===== src/rtl/fetch_queue.sv =====
// Fetch-to-decode instruction queue: DEPTH entries of {pc, ir}, flushable.
// Define FETCH_QUEUE_BYPASS_EN to forward an empty-queue push to decode in the same cycle.
module fetch_queue #(
  parameter int DEPTH = 4,
  parameter int WIDTH = 16
) (
  input  logic                   clock,
  input  logic                   rst,
  input  logic                   in_valid,
  input  logic [WIDTH-1:0]       in_pc,
  input  logic [WIDTH-1:0]       in_ir,
  output logic                   in_ready,
  input  logic                   flush,
  output logic                   out_valid,
  output logic [WIDTH-1:0]       out_pc,
  output logic [WIDTH-1:0]       out_ir,
  input  logic                   out_ready,
  output logic [$clog2(DEPTH):0] count
);

  localparam int PW = $clog2(DEPTH);
  localparam int CW = PW + 1;

  logic [WIDTH-1:0] pc_mem [DEPTH];
  logic [WIDTH-1:0] ir_mem [DEPTH];
  logic [PW-1:0]    wr_ptr;
  logic [PW-1:0]    rd_ptr;
  logic [CW-1:0]    cnt_q;
  logic             empty;
  logic             full;
  logic             bypass;
  logic             push;
  logic             pop;

  function automatic logic [PW-1:0] inc(input logic [PW-1:0] p);
    return (p == PW'(DEPTH - 1)) ? '0 : p + 1'b1;
  endfunction

  assign empty    = (cnt_q == '0);
  assign full     = (cnt_q == CW'(DEPTH));
  assign in_ready = !full;
  assign count    = cnt_q;

`ifdef FETCH_QUEUE_BYPASS_EN
  assign bypass = empty && in_valid && !flush;
`else
  assign bypass = 1'b0;
`endif

  always_comb begin
    out_valid = 1'b0;
    out_pc    = '0;
    out_ir    = '0;
    if (flush) begin
      out_valid = 1'b0;
    end else if (!empty) begin
      out_valid = 1'b1;
      out_pc    = pc_mem[rd_ptr];
      out_ir    = ir_mem[rd_ptr];
    end else if (bypass) begin
      out_valid = 1'b1;
      out_pc    = in_pc;
      out_ir    = in_ir;
    end
  end

  // A bypassed entry taken by decode is never written to storage.
  assign push = in_valid && in_ready && !flush
              && !(bypass && out_ready);
  assign pop  = out_valid && out_ready && !flush && !bypass;

  always_ff @(posedge clock or negedge rst) begin
    if (!rst) begin
      wr_ptr <= '0;
      rd_ptr <= '0;
      cnt_q  <= '0;
    end else if (flush) begin
      wr_ptr <= '0;
      rd_ptr <= '0;
      cnt_q  <= '0;
    end else begin
      if (push) wr_ptr <= inc(wr_ptr);
      if (pop)  rd_ptr <= inc(rd_ptr);
      cnt_q <= cnt_q + CW'(push) - CW'(pop);
    end
  end

  always_ff @(posedge clock) begin
    if (push) begin
      pc_mem[wr_ptr] <= in_pc;
      ir_mem[wr_ptr] <= in_ir;
    end
  end

endmodule

===== config.mk =====
export PLATFORM = sky130hd
export DESIGN_NAME = fetch_queue
export DESIGN_NICKNAME = d
export VERILOG_FILES = /design/src/rtl/fetch_queue.sv
export SDC_FILE = /design/constraint.sdc
export NUM_CORES = 1
export LEC_CHECK = 0
export ABC_AREA = 1
export CAP_MARGIN = 20
export CORE_MARGIN = 2
export CORE_UTILIZATION = 55
export CTS_CLUSTER_DIAMETER = 40
export CTS_CLUSTER_SIZE = 28
export DETAILED_ROUTE_END_ITERATION = 8
export DONT_BUFFER_PORTS = 1
export GPL_ROUTABILITY_DRIVEN = 0
export MAX_ROUTING_LAYER = met4
export PLACE_DENSITY_LB_ADDON = 0.25
export SLEW_MARGIN = 40
export SYNTH_ARGS = -nofsm -noshare
export SYNTH_HDL_FRONTEND = slang
export SYNTH_SLANG_ARGS = --single-unit

===== constraint.sdc =====
create_clock -name clock -period 6.65 [get_ports clock]
set_input_delay 1.33 -clock clock [delete_from_list [all_inputs] [get_ports clock]]
set_output_delay 1.33 -clock clock [all_outputs]
set_load 0.02 [all_outputs]

# Word-level counts from Yosys, hierarchy flattened
# Memories as Yosys holds them, arrays and structs flattened.
# Cells that the tools add are included.
dict set report totals {
  register_bits 7
  ramBits 128
  inputBits 37
  output_inout_bits 37
  wordCells 36
  mem_count 2
}
dict set report op_classes {
  add_sub_neg 4
  n_eq_ne 3
  mux 15
  n_reduce_logical 9
}
# name words width rd rd_clocked_by_memory_dff write_ports line
set mem_list {}
lappend mem_list {ir_mem 4 16 1 0 1 25} ;# logic [WIDTH-1:0] ir_mem [DEPTH];
lappend mem_list {pc_mem 4 16 1 0 1 24} ;# logic [WIDTH-1:0] pc_mem [DEPTH];
# operator n
set op_table {}
lappend op_table {{two-way mux 16 bit} 4}
lappend op_table {{two-way mux 2 bit} 6}
lappend op_table {{adder 2 x 1 -> 2 bit (second input constant)} 2}
lappend op_table {{equality test 2 bit (second input constant)} 2}
lappend op_table {{logical AND 1 bit} 4}
lappend op_table {{two-way mux 1 bit} 4}
lappend op_table {{nonzero test 2 bit} 2}
lappend op_table {{adder 3 x 1 -> 3 bit} 1}
lappend op_table {{equality test 3 bit (second input constant)} 1}
lappend op_table {{logical NOT 3 bit} 1}
lappend op_table {{two-way mux 3 bit} 1}
lappend op_table {{subtractor 3 x 1 -> 3 bit} 1}
lappend op_table {{logical NOT 1 bit} 2}

# Logic depth before layout (Yosys ltp)
dict set report logic_depth {
  word_depth 7
  depth_mapped 12
  depth_no_buf 12
}

# Worst setup path after synthesis
# Ideal clock, no wire load.
dict set report synth_path {
  kind {input-to-reg}
  startpoint {in flush}
  endpoint {mem ir_mem[0][0], enable pin}
  setup_time_ns 0.421
  arrival_ns 3.021
  required_ns 6.229
  path_slack_ns 3.208
  path_stages 3
  path_buffers 0
  path_cell_list {inv_2 > nand3_1 > nor2_1}
}
dict set report synth_via {
  elab_chain_cells 4
}
# item line
set synth_rtl {}
lappend synth_rtl {{start: declaration} 13} ;# input logic flush,
lappend synth_rtl {{logical NOT 1 bit} 68} ;# assign push = in_valid && in_ready && !flush
lappend synth_rtl {{logical AND 1 bit} 68}
lappend synth_rtl {{two-way mux 1 bit} 89} ;# if (push) begin
lappend synth_rtl {{two-way mux 1 bit (not written as such)} 91} ;# ir_mem[wr_ptr] <= in_ir;
lappend synth_rtl {{end: declaration} 25}
# No other way between the ends.

# Worst setup path after layout
dict set report layout_path {
  startpoint {in flush}
  endpoint {out out_pc[2]}
}
dict set report layout_via {
  elab_chain_cells 1
}
# item line
set layout_rtl {}
lappend layout_rtl {{two-way mux 16 bit} 54} ;# if (flush) begin
lappend layout_rtl {{end: declaration} 15} ;# output logic [WIDTH-1:0] out_pc,
# No other way between the ends.

==> run_summary.xml <==
<?xml version="1.0" encoding="UTF-8"?>
<metrics>
  <group name="outcome">
    <metric name="status" unit="">finished, final reports clean</metric>
  </group>
  <group name="synth">
    <metric name="synth_edf_count" unit="">128</metric>
    <metric name="synth.ff_latch_count" unit="">135</metric>
    <metric name="synth_top_cell_by_area" unit="">edfxtp_1</metric>
    <metric name="post_synth_net_total" unit="">511</metric>
    <metric name="synthArstFlopShare" unit="%">5.19</metric>
    <metric name="synthesis.yosys.warnings" unit="">0</metric>
    <metric name="synth_top_area_share" unit="%">70.1</metric>
    <metric name="avgSynthCellArea" unit="sq um">11.8</metric>
    <metric name="synthMostInstantiatedCell" unit="">nand2_1</metric>
    <metric name="synthesized_netlist_cell_count" unit="">466</metric>
    <metric name="yosysSeqAreaShare" unit="%">73.3</metric>
    <metric name="ys.flop_type" unit="">edfxtp_1</metric>
    <metric name="yosys-top-cells-count" unit="">136 x nand2_1, 128 x edfxtp_1, 74 x nor2_1</metric>
    <metric name="netlist_area_pre_place" unit="sq um">5480</metric>
    <metric name="synth_area_leaders" unit="">edfxtp_1 70%, nand2_1 9.3%, nor2_1 5.1%</metric>
    <metric name="netlist-cell-type-count" unit="">18</metric>
  </group>
  <group name="global_route">
    <metric name="grt_antenna_before_repair" unit="">0</metric>
    <metric name="vias_in_the_first_global_route" unit="">3216</metric>
    <metric name="pin_count_of_the_biggest_net_entering_global_routing" unit="">68</metric>
    <metric name="globalRoute.totalOverflow" unit="">0</metric>
    <metric name="grt_pass1_wl" unit="mm">16.4</metric>
    <metric name="grtUsageTotal" unit="%">21.0</metric>
  </group>
  <group name="critical_path">
    <metric name="timing.critical_path.cells" unit="">inv_2 -&gt; nand2_1 -&gt; buf_4 -&gt; a21oi_1</metric>
    <metric name="critical_path_class" unit="">input port to output port</metric>
    <metric name="startpoint_type" unit="">input port</metric>
    <metric name="critPathSlowestCell" unit="">nand2_1</metric>
    <metric name="cp_max_fo" unit="">17</metric>
    <metric name="timing.critical_path.slowest_cell_delay" unit="ns">0.41</metric>
    <metric name="critical_path_arrival" unit="ns">2.65</metric>
    <metric name="setup.worst_path.end_class" unit="">output port</metric>
    <metric name="critical_path_required" unit="ns">5.32</metric>
  </group>
  <group name="power">
    <metric name="total_leakage_power" unit="uW">0.00236</metric>
    <metric name="vdd_ir_drop_max" unit="mV">0.289</metric>
    <metric name="switching_power" unit="uW">743</metric>
    <metric name="seqPwrFrac" unit="%">43.1</metric>
    <metric name="power.internal" unit="uW">1630</metric>
    <metric name="power.switching_fraction" unit="%">31.3</metric>
    <metric name="powerDensity" unit="nW/um^2">379</metric>
    <metric name="power_frac_clock" unit="%">35.2</metric>
    <metric name="share_comb_of_total_power" unit="%">21.7</metric>
  </group>
  <group name="place">
    <metric name="place.port_buffers" unit="">0</metric>
    <metric name="dp_hpwl" unit="mm">6.02</metric>
    <metric name="place_inst" unit="">585</metric>
  </group>
  <group name="cts">
    <metric name="cts_root_buf" unit="">clkbuf_8</metric>
    <metric name="cts_num_sinks" unit="">135</metric>
    <metric name="cts_post_setup_buffers_inserted" unit="">0</metric>
    <metric name="clkSlewWorstSetupHoldPaths" unit="ns">0.06</metric>
    <metric name="total_of_cells_resized_after_clock_tree_synthesis" unit="">0</metric>
    <metric name="holdBufCountCts" unit="">0</metric>
    <metric name="clockBufferDepth" unit="">2</metric>
    <metric name="cts_bufs_inserted" unit="">17</metric>
    <metric name="cts_tree" unit="">yes</metric>
    <metric name="htree_levels" unit="">4</metric>
    <metric name="clk_latency" unit="ns">0.51</metric>
  </group>
  <group name="layout">
    <metric name="antenna_cells" unit="">0</metric>
    <metric name="final.fill_count" unit="">739</metric>
    <metric name="layout_overhead_on_the_synthesized_area" unit="%">14.4</metric>
    <metric name="num-nets-final" unit="">516</metric>
    <metric name="regArea" unit="sq um">4020</metric>
    <metric name="post_route_cells_drive_above_1_share" unit="%">8.28</metric>
    <metric name="multi_input_area" unit="sq um">1310</metric>
    <metric name="final_cells" unit="">616</metric>
  </group>
  <group name="detailed_routing">
    <metric name="totalWireLength" unit="mm">10.4</metric>
    <metric name="avgRoutedWirePerCell" unit="um">16.8</metric>
    <metric name="num_vias" unit="">3256</metric>
    <metric name="detailedRoute.firstPassIterationCount" unit="">4</metric>
    <metric name="routed_via_density" unit="">5.29</metric>
    <metric name="detail_route.drc_violations" unit="">0</metric>
    <metric name="drtIter0Drc" unit="">244</metric>
    <metric name="postRouteAntennaNets" unit="">0</metric>
  </group>
  <group name="die">
    <metric name="die_area" unit="sq um">10800</metric>
    <metric name="floorplan.rows" unit="">36</metric>
    <metric name="dieHeight" unit="um">104</metric>
    <metric name="initial_core_util" unit="%">56.4</metric>
    <metric name="die_width" unit="um">104</metric>
    <metric name="boundaryPins" unit="">74</metric>
    <metric name="core_region_area" unit="sq um">9730</metric>
  </group>
  <group name="sta">
    <metric name="period_share" unit="%">59.8</metric>
    <metric name="finalSetupViolations" unit="">0</metric>
    <metric name="clock_skew" unit="ns">0.00374</metric>
    <metric name="hold_viol" unit="">0</metric>
    <metric name="timing_worst_slew_pin_value" unit="ns">0.734</metric>
    <metric name="setup-tns-final" unit="ns">0</metric>
    <metric name="grt_setup_unrepaired" unit="">no</metric>
    <metric name="clock.fmax" unit="MHz">251</metric>
    <metric name="timing.final.max_slew_violations" unit="">0</metric>
    <metric name="slew_headroom" unit="%">51.1</metric>
    <metric name="period_minus_ws_final" unit="ns">3.98</metric>
  </group>
  <group name="run">
    <metric name="drv_cap" unit="">0</metric>
  </group>
  <group name="min_path">
    <metric name="hp-class" unit="">input port to asynchronous set/reset pin</metric>
  </group>
</metrics>
metal layers:
| metal | vias to the layer above | GRT usage [%] | share of wire, % |
|---|---|---|---|
| met4 | 0 | 6.18 | 0.46 |
| met2 | 85 | 32.9 | 50 |
| met1 | 1567 | 24.8 | 43 |
| met5 | - | - | 0 |
| li1 | 1600 | - | - |
| met3 | 4 | 9.31 | 6.2 |
placed cells by master (no fill, tap or decap), types with 2 or more instances in the layout:
master / instances
inv_1: 13
a21oi_1: 32
nand2_1: 136
clkbuf_16: 16
dfrtp_1: 6
nand3_1: 6
o21ai_1: 6
nand4_1: 2
ha_1: 7
nor2_4: 4
edfxtp_1: 128
clkinvlp_4: 2
buf_16: 6
o21ai_0: 28
nor2_1: 70
buf_4: 2
clkinv_2: 3
clkinv_1: 7
bufinv_16: 2
inv_4: 2
cell type report:
class	count	area share [%]
Inverter	16	1.04
Clock inverter	14	1.86
Sequential cell	135	64.1
Timing Repair Buffer	8	2.87
Multi-Input combinational cell	293	20.9
Clock buffer	17	6.61
Tap cell	133	2.65
power by group through the flow:
stage                     clock, uW  sequential, uW  combinational (uW)
final                           835            1020                 516
after global placement            0            1040                 498
after detailed placement          0            1040                 522
after floorplan                   0            1030                 422
after CTS                       850            1020                 525
after global routing            893            1030                 580
metrics by stage:
step	setup slack (ns)	hold WS [ns]	power [uW]	cell area, sq um	utilization, %
after global routing	2.56	0.462	2500	6270	64.4
after floorplan	3.21	0.516	1460	5480	-
after detailed placement	2.64	0.572	1560	5740	59.0
after global placement	2.68	0.535	1530	5570	57.2
after CTS	2.64	0.480	2400	6270	64.4
final	2.67	0.508	2370	6270	64.4
flip-flops by register name, indices dropped and copies added, names as in the netlist:
name,cells
ir_mem,64
rd_ptr,2
count,3
wr_ptr,2
pc_mem,64
worst max-delay path, delay by kind of cell:
| kind | cells | cell delay (ns) |
|---|---|---|
| simple gates | 1 | 0.41 |
| buf+inv | 2 | 0.50 |
| compound gates | 1 | 0.41 |
final timing paths:
kind,cells after the start,start,slack (ns),endpoint
worst max-delay path,4,flush,2.67,out_pc[2]
worst min-delay path,0,rst,0.51,rd_ptr[1]
worst max register to register,11,count[1],3.99,count[2]
worst min register to register,2,wr_ptr[1],0.58,wr_ptr[1]
max in group asynchronous,0,rst,6.07,rd_ptr[0]
min in group clock,2,wr_ptr[1],0.58,wr_ptr[1]
cells by family after synthesis:
group           after synthesis  share of synthesized area, %
xor+xnor                      1                         0.160
fa+ha+maj                     8                          1.96
buf+inv                      38                          3.40
compound gates               66                          6.02
flops                       135                          73.3
simple gates                218                          15.2
No activity file was read; power rests on OpenSTA's default activity.
